<file path="config.mk">
export PLATFORM = sky130hd
export DESIGN_NAME = redux_acc_flat
export DESIGN_NICKNAME = d
export VERILOG_FILES = /design/src/rtl/redux_acc_if.sv /design/src/rtl/redux_acc.sv /design/src/flat_wrapper.sv
export SDC_FILE = /design/constraint.sdc
export NUM_CORES = 1
export LEC_CHECK = 0
export ABC_AREA = 0
export BUFFER_PORTS_ARGS = -buffer_cell sky130_fd_sc_hd__buf_2
export CAP_MARGIN = 20
export CORE_MARGIN = 1.5
export CORE_UTILIZATION = 53
export DETAILED_ROUTE_END_ITERATION = 7
export HOLD_SLACK_MARGIN = 0.1
export MAX_ROUTING_LAYER = met4
export PLACE_DENSITY = 0.8
export SETUP_SLACK_MARGIN = 0.02
export SYNTH_ARGS = -nofsm -noshare
export SYNTH_HDL_FRONTEND = slang
export SYNTH_HIERARCHICAL = 1
export SYNTH_SLANG_ARGS = --single-unit
</file>
<file path="constraint.sdc">
create_clock -name clock -period 7.5 [get_ports clock]
set_input_delay 0.75 -clock clock [delete_from_list [all_inputs] [get_ports clock]]
set_output_delay 0.75 -clock clock [all_outputs]
set_load 0.01 [all_outputs]
</file>
<file path="src/rtl/redux_acc_if.sv">
// Stream interface for redux_acc: operand beats in, per-packet totals out.
interface redux_acc_if #(
  parameter int W  = 17,
  parameter int M  = 13,
  parameter int CW = 16
);
  logic          in_valid;
  logic          in_ready;
  logic [M*W-1:0] in_data;
  logic [M-1:0]  in_mask;
  logic          in_last;
  logic          out_valid;
  logic          out_ready;
  logic [W-1:0]  out_sum;
  logic [CW-1:0] out_count;

  // Producer / result consumer side
  modport master (
    output in_valid, in_data, in_mask, in_last, out_ready,
    input  in_ready, out_valid, out_sum, out_count
  );

  // Accumulator side
  modport slave (
    input  in_valid, in_data, in_mask, in_last, out_ready,
    output in_ready, out_valid, out_sum, out_count
  );
endinterface

</file>
<file path="src/rtl/redux_acc.sv">
// Sequential multi-operand accumulator. Each accepted beat folds up to M
// masked operands plus the carry-save running total through an N:2
// reductor; the final beat of a packet resolves the carry-save pair into
// a single W-bit sum that is held until the consumer takes it.

// N:2 carry-save reductor: q[0] + q[1] == sum of all d[i] modulo 2^W.
module redux #(
  parameter int W = 17,
  parameter int N = 15
) (
  input  logic [N-1:0][W-1:0] d,
  output logic [1:0][W-1:0]   q
);
  // Chain of 3:2 compressors; no carry propagation until the caller adds q[0]+q[1]
  always_comb begin : reduce
    logic [W-1:0] s;
    logic [W-1:0] c;
    logic [W-1:0] t;
    s = d[0];
    c = d[1];
    t = '0;
    for (int i = 2; i < N; i++) begin
      t = s ^ c ^ d[i];
      c = ((s & c) | (s & d[i]) | (c & d[i])) << 1;
      s = t;
    end
    q[0] = s;
    q[1] = c;
  end
endmodule

module redux_acc #(
  parameter int W  = 17,
  parameter int M  = 13,
  parameter int CW = 16
) (
  input logic        clock,
  input logic        reset,
  redux_acc_if.slave bus
);
  localparam int PW = $clog2(M + 1);
  localparam int SW = ((CW > PW) ? CW : PW) + 1;

  typedef enum logic [1:0] {IDLE, ACC, DONE} state_t;

  state_t               state_q;
  state_t               state_d;
  logic                 accept;
  logic [W-1:0]         acc0;
  logic [W-1:0]         acc1;
  logic [CW-1:0]        cnt;
  logic [CW-1:0]        cnt_next;
  logic [PW-1:0]        pop;
  logic [SW-1:0]        cnt_sum;
  logic [W-1:0]         sum_q;
  logic [CW-1:0]        count_q;
  logic [M+1:0][W-1:0]  red_in;
  logic [1:0][W-1:0]    red_q;

  // Handshake flags come straight from the state so no input feeds them
  assign bus.in_ready  = (state_q != DONE);
  assign bus.out_valid = (state_q == DONE);
  assign bus.out_sum   = sum_q;
  assign bus.out_count = count_q;
  assign accept        = bus.in_valid & bus.in_ready;

  // Zero masked lanes and append the carry-save running total
  always_comb begin
    red_in = '0;
    for (int i = 0; i < M; i++) begin
      red_in[i] = bus.in_mask[i] ? bus.in_data[i*W +: W] : '0;
    end
    red_in[M]   = acc0;
    red_in[M+1] = acc1;
  end

  redux #(.W(W), .N(M + 2)) u_redux (
    .d(red_in),
    .q(red_q)
  );

  // Operand count for this beat and saturating running count
  always_comb begin
    pop = '0;
    for (int i = 0; i < M; i++) begin
      pop = pop + PW'(bus.in_mask[i]);
    end
    cnt_sum  = SW'(cnt) + SW'(pop);
    cnt_next = (cnt_sum > SW'({CW{1'b1}})) ? {CW{1'b1}} : cnt_sum[CW-1:0];
  end

  // State register
  always_ff @(posedge clock or posedge reset) begin
    if (reset) state_q <= IDLE;
    else       state_q <= state_d;
  end

  // Next state: last beat parks in DONE until the result is taken
  always_comb begin
    state_d = state_q;
    case (state_q)
      IDLE, ACC: begin
        if (accept) state_d = bus.in_last ? DONE : ACC;
      end
      DONE: begin
        if (bus.out_ready) state_d = IDLE;
      end
      default: state_d = IDLE;
    endcase
  end

  // Datapath: fold beats into the carry-save pair, resolve on the last beat
  always_ff @(posedge clock or posedge reset) begin
    if (reset) begin
      acc0    <= '0;
      acc1    <= '0;
      cnt     <= '0;
      sum_q   <= '0;
      count_q <= '0;
    end else if (accept) begin
      if (bus.in_last) begin
        sum_q   <= red_q[0] + red_q[1];
        count_q <= cnt_next;
        acc0    <= '0;
        acc1    <= '0;
        cnt     <= '0;
      end else begin
        acc0 <= red_q[0];
        acc1 <= red_q[1];
        cnt  <= cnt_next;
      end
    end
  end
endmodule

</file>
<file path="src/flat_wrapper.sv">
// flat-port wrapper written by rule: the top's interface ports become plain ports
module redux_acc_flat 
#(
  parameter int W  = 17,
  parameter int M  = 13,
  parameter int CW = 16
)
  (clock, reset, bus_in_valid, bus_in_data, bus_in_mask, bus_in_last, bus_out_ready, bus_in_ready, bus_out_valid, bus_out_sum, bus_out_count);
  redux_acc_if #(.W(W), .M(M), .CW(CW)) bus_i ();
  input logic clock;
  input logic reset;
  input wire logic [$bits(bus_i.in_valid)-1:0] bus_in_valid;
  input wire logic [$bits(bus_i.in_data)-1:0] bus_in_data;
  input wire logic [$bits(bus_i.in_mask)-1:0] bus_in_mask;
  input wire logic [$bits(bus_i.in_last)-1:0] bus_in_last;
  input wire logic [$bits(bus_i.out_ready)-1:0] bus_out_ready;
  output wire logic [$bits(bus_i.in_ready)-1:0] bus_in_ready;
  output wire logic [$bits(bus_i.out_valid)-1:0] bus_out_valid;
  output wire logic [$bits(bus_i.out_sum)-1:0] bus_out_sum;
  output wire logic [$bits(bus_i.out_count)-1:0] bus_out_count;
  assign bus_i.in_valid = bus_in_valid;
  assign bus_i.in_data = bus_in_data;
  assign bus_i.in_mask = bus_in_mask;
  assign bus_i.in_last = bus_in_last;
  assign bus_i.out_ready = bus_out_ready;
  assign bus_in_ready = bus_i.in_ready;
  assign bus_out_valid = bus_i.out_valid;
  assign bus_out_sum = bus_i.out_sum;
  assign bus_out_count = bus_i.out_count;
  redux_acc #(.W(W), .M(M), .CW(CW)) u_core (.clock(clock), .reset(reset), .bus(bus_i));
endmodule
</file>
; Word level (Yosys, flattened, before mapping)
; Cells that the tools add are included.
[op_classes]
n_addsub = 14
order_cmp = 1
n_eq_ne = 5
n_mux = 21
bitwise_logic = 92
n_reduce_logical = 4
[ops]
columns = cell, n
row1 = $and A16 B16 Y16, 39
row2 = $xor A17 B17 Y17, 26
row3 = $or A16 B16 Y16, 26
row4 = $mux W17, 15
row5 = $add A4 B1 Y4, 11
row6 = $mux W16, 2
row7 = $add A16 B4 Y17, 1
row8 = $add A17 B17 Y17, 1
row9 = $gt A17 B16 Y1 const B, 1
row10 = $mux W2, 3
row11 = $ne A2 B2 Y1 const B, 2
row12 = $pmux W2 S2, 1
row13 = $reduce_and A2 Y1, 2
row14 = $add A1 B1 Y2, 1
row15 = $eq A2 B1 Y1 const B, 1
row16 = $eq A2 B2 Y1 const B, 1
row17 = $logic_not A2 Y1, 1
row18 = $ne A2 B1 Y1 const B, 1
row19 = $reduce_or A2 Y1, 1
row20 = $and A1 B1 Y1, 1
[word_totals]
reg_bits = 85
input_bits = 239
word_cells = 143

; Longest topological paths before layout
[logic_depth]
ltp_word = 41
mapped_depth = 26
ltp_nobuf = 26

; Hierarchy
; Netlist, hierarchy kept.
[modules_own_cells]
columns = module, n_inst, cells_each, area_per_inst_um2, seq_area_each_um2
row1 = redux_acc, 1, 784, 6481.2, 2127.0
row2 = redux, 1, 274, 4480.5, 0.0

; Worst setup path before layout
; OpenSTA, ideal clock, no wires.
[synth_timing]
path_type = input-to-reg
startpoint = in bus_in_data[1]
endpoint = reg u_core.sum_q[14], in the netlist u_core/bus.out_sum[14]
setup_time_ps = 135
t_arrival_ps = 8519
required_ps = 7365
setup_slack_ps = -1154
cell_stages = 26
cell_sequence = and2_1 -> inv_1 -> fa_1 -> fa_1 -> inv_1 -> fa_1 -> inv_1 -> fa_1 -> fa_1 -> fa_1 -> fa_1 -> fa_1 -> fa_1 -> fa_1 -> fa_1 -> fa_1 -> fa_1 -> inv_1 -> inv_1 -> fa_1 -> nand2b_1 -> a211oi_2 -> o21bai_1 -> a21oi_1 -> mux2i_1 -> o311ai_1
[synth_lines]
columns = item, line
row1 = "start, declared", flat_wrapper.sv:13  ; input wire logic [$bits(bus_i.in_data)-1:0] bus_in_data;
row2 = "end signal, assigned", redux_acc.sv:122  ; sum_q <= red_q[0] + red_q[1];
row3 = "end, declared", redux_acc.sv:55  ; logic [W-1:0] sum_q;

==> metrics.md <==
| Metric | Value |
|---|---|
| Clk root buf | clkbuf_16 |
| Via count | 8,672 |
| Remaining antenna violation count after routing | 0 |
| Clock Skew | between 6 and 7 ps |
| Post-Syn Area | around 0.011 mm² |
| Die Span X | 146.8 µm |
| Tcrit/Tclk final | 116.5% |
| Finished Layout Cells | 1,655 |
| Initial antenna violation count | 2 |
| Synth warn | 6 |
| Clk_lat worst skew | 340 ps |
| Number of global-route vias before repair | 9,787 |
| Worst-Margin Slew | between 700 and 800 ps |
| Maxcap violations | 0 |
| #FFs+latches synth | 85 |
| Top cell type's share of synthesized area | between 30% and 40% |
| Commonest non-fill, non-tap cells in the layout | 270 x buf_2, 202 x and2_1, 168 x fa_1 |
| RSZ-0062 raised after global routing | true |
| Synth Flop Type | dfrtp_1 |
| PortBufs | 273 |
| Remaining Overflow, GRT | 0 |
| Max FO, Critical Path | 8 |
| Hold Path Class | in -> async |
| Critical path endpoint category | register |
| Largest cells by area after synthesis | fa_1 38%, dfrtp_1 19%, and2_1 13% |
| Syn Nets | 1,540 |
| Share of cells above drive strength 1 | 34.56% |
| CTS clk-pin slew, worst paths | 60 ps |
| Final hold violation count | 0 |
| DRC | 0 |
| Largest net degree at the start of global routing | 61 |
| Status | complete, but fails checks |
| Fillers | 1,560 |
| Post-synthesis sequential area ratio | 19.40% |
| Fin area | 0.01390 mm² |
| Post-DP HPWL | around 23,000 µm |
| Core ar. | 0.02023 mm² |
| DR iter-0 viols | around 350 |
| Setup violators final | 24 |
| Kind of critical path | in -> reg |
| TNS Setup | -17,730 ps |
| H-tree depth | 3 |
| Num rows | 52 |
| Setup ws final | -1234 ps |
| Critical Path AT | 8970 ps |
| Min cycle time layout | 8734 ps |
| DP Cell Count | 1,618 |
| Initial core utilization | 54.17% |
| Post-DP Area | 0.01304 mm² |
| WL final | 28,660 µm |
| RD Place Congestion | 0.9039 |
| Largest area contributor in the netlist | fa_1 |
| Nets | roughly 1,900 |
| Number of synthesized flops with an enable pin | 0 |
| # clock sinks | 85 |
| Syn_area_per_cell | slightly above 10 µm² |
| WL per Instance | 17.32 µm |
| Crit start category | primary input |
| Most common cell after layout, fill and taps aside | buf_2 |
| Clock Path Buffers | 2 |
| Required time worst endpoint | 7740 ps |
| Routed vias/inst | about 5.2 |
| Netlist cell types | 68 |
| Die Area | 0.02155 mm² |
| Total GRT Usage | between 20% and 30% |
| Area grow syn2layout | 26.80% |
| TritonCTS Buffers | 9 |
| Failing checks | setup timing |
| CTS tree | yes |
| Asr flop ratio synth | 100.0% |
| Slew Limit Fails | 0 |
| First-pass GRT wire length | 47,420 µm |
| Post-layout util | between 60% and 70% |
| Rel. slew slack | 48.65% |
| First-pass DRT Iterations | 4 |
| IO Pins | about 270 |
| Syn Inst Count | 1,058 |
| Fmax | 0.1145 GHz |
| Chip height | 146.8 µm |
per-layer routing:
layer  GRT usage, %  vias up  share of wire (%)
li1               -     4020                  -
met1          36.35     4346                 42
met2          48.99      258                 52
met3          3.602       48                4.5
met4          6.818        0                2.0
met5              -        -                  0
cells in the mapped netlist (11+ instances only):
library cell,number
xor2_1,12
dfrtp_1,85
nand3b_1,32
ha_1,37
fa_1,206
o21ai_0,20
clkbuf_1,28
nor2_1,43
xnor2_1,30
and2_1,222
inv_1,66
o21ai_1,11
nand2_1,116
a21oi_1,27
cells by family after synthesis:
| family | share of synthesized area [%] |
|---|---|
| xor+xnor | 3.915 |
| compound gates | 7.089 |
| mux | 0.3653 |
| other cells | 0.03421 |
| fa+ha+maj | 41.84 |
| simple gates | 23.60 |
| buf+inv | 3.744 |
| flops | 19.40 |
state kept, by name, indices dropped and copies added (netlist names):
signal / flops
u_core/bus.out_sum: 17
u_core/acc1: 17
u_core/acc0: 17
u_core/bus.out_count: 16
u_core/state_q: 2
u_core/cnt: 16
critical path, cell delays in order:
cell	delay [ps]
buf_8	110
buf_6	130
and2_4	140
fa_1	550
fa_1	430
fa_1	520
fa_1	460
fa_1	540
fa_1	430
fa_1	520
fa_1	440
fa_2	570
fa_2	450
fa_2	540
fa_2	440
fa_2	580
ha_4	220
o21a_1	210
a211o_1	330
a21oi_2	140
nor2_1	80
o21a_1	200
o31ai_1	190
final cells by class:
class                      instances  area, µm²  area share [%]
inverter                          66      249.0           1.791
clock inverter                     5      75.07          0.5401
clock buffer                      10      239.0           1.719
multi-input combinational        868       8788           63.23
antenna                            2      5.005         0.03601
sequential                        85       2127           15.30
tap                              270      337.8           2.430
timing repair buffer             349       2078           14.95
metrics by stage:
stage	setup WS (ps)	hold slack [ps]
4_1_cts	-1180	417.6
2_1_floorplan	-1113	428.2
3_5_place_dp	-1707	463.3
6_report	-1234	408.3
5_1_grt	-1445	440.2
3_3_place_gp	-1629	436.4
repair_timing:
action,4_1_cts,5_1_grt
resized for setup,57,59
cloned,0,0
endpoints found under the hold margin,0,0
setup buffers,16,5
hold buffers,0,0
setup endpoints to repair,29,41
pin swaps,18,13
worst paths after layout:
kind                                    from                endpoint  slack (ps)  cells past startpoint
setup / recovery              bus_in_mask[0]  u_core/bus.out_sum[15]       -1230                     23
hold / removal                         reset          u_core/acc0[0]         410                      2
setup reg to reg               u_core/cnt[0]           u_core/cnt[7]        3490                     14
hold reg to reg            u_core/state_q[1]       u_core/state_q[0]         470                      1
max in group asynchronous              reset           u_core/cnt[0]        5960                      3
min in group clock         u_core/state_q[1]       u_core/state_q[0]         470                      1
Power is left out: the tool's default activity adds up to more than one toggle a clock period on the data nets, which glitch-free logic cannot reach.
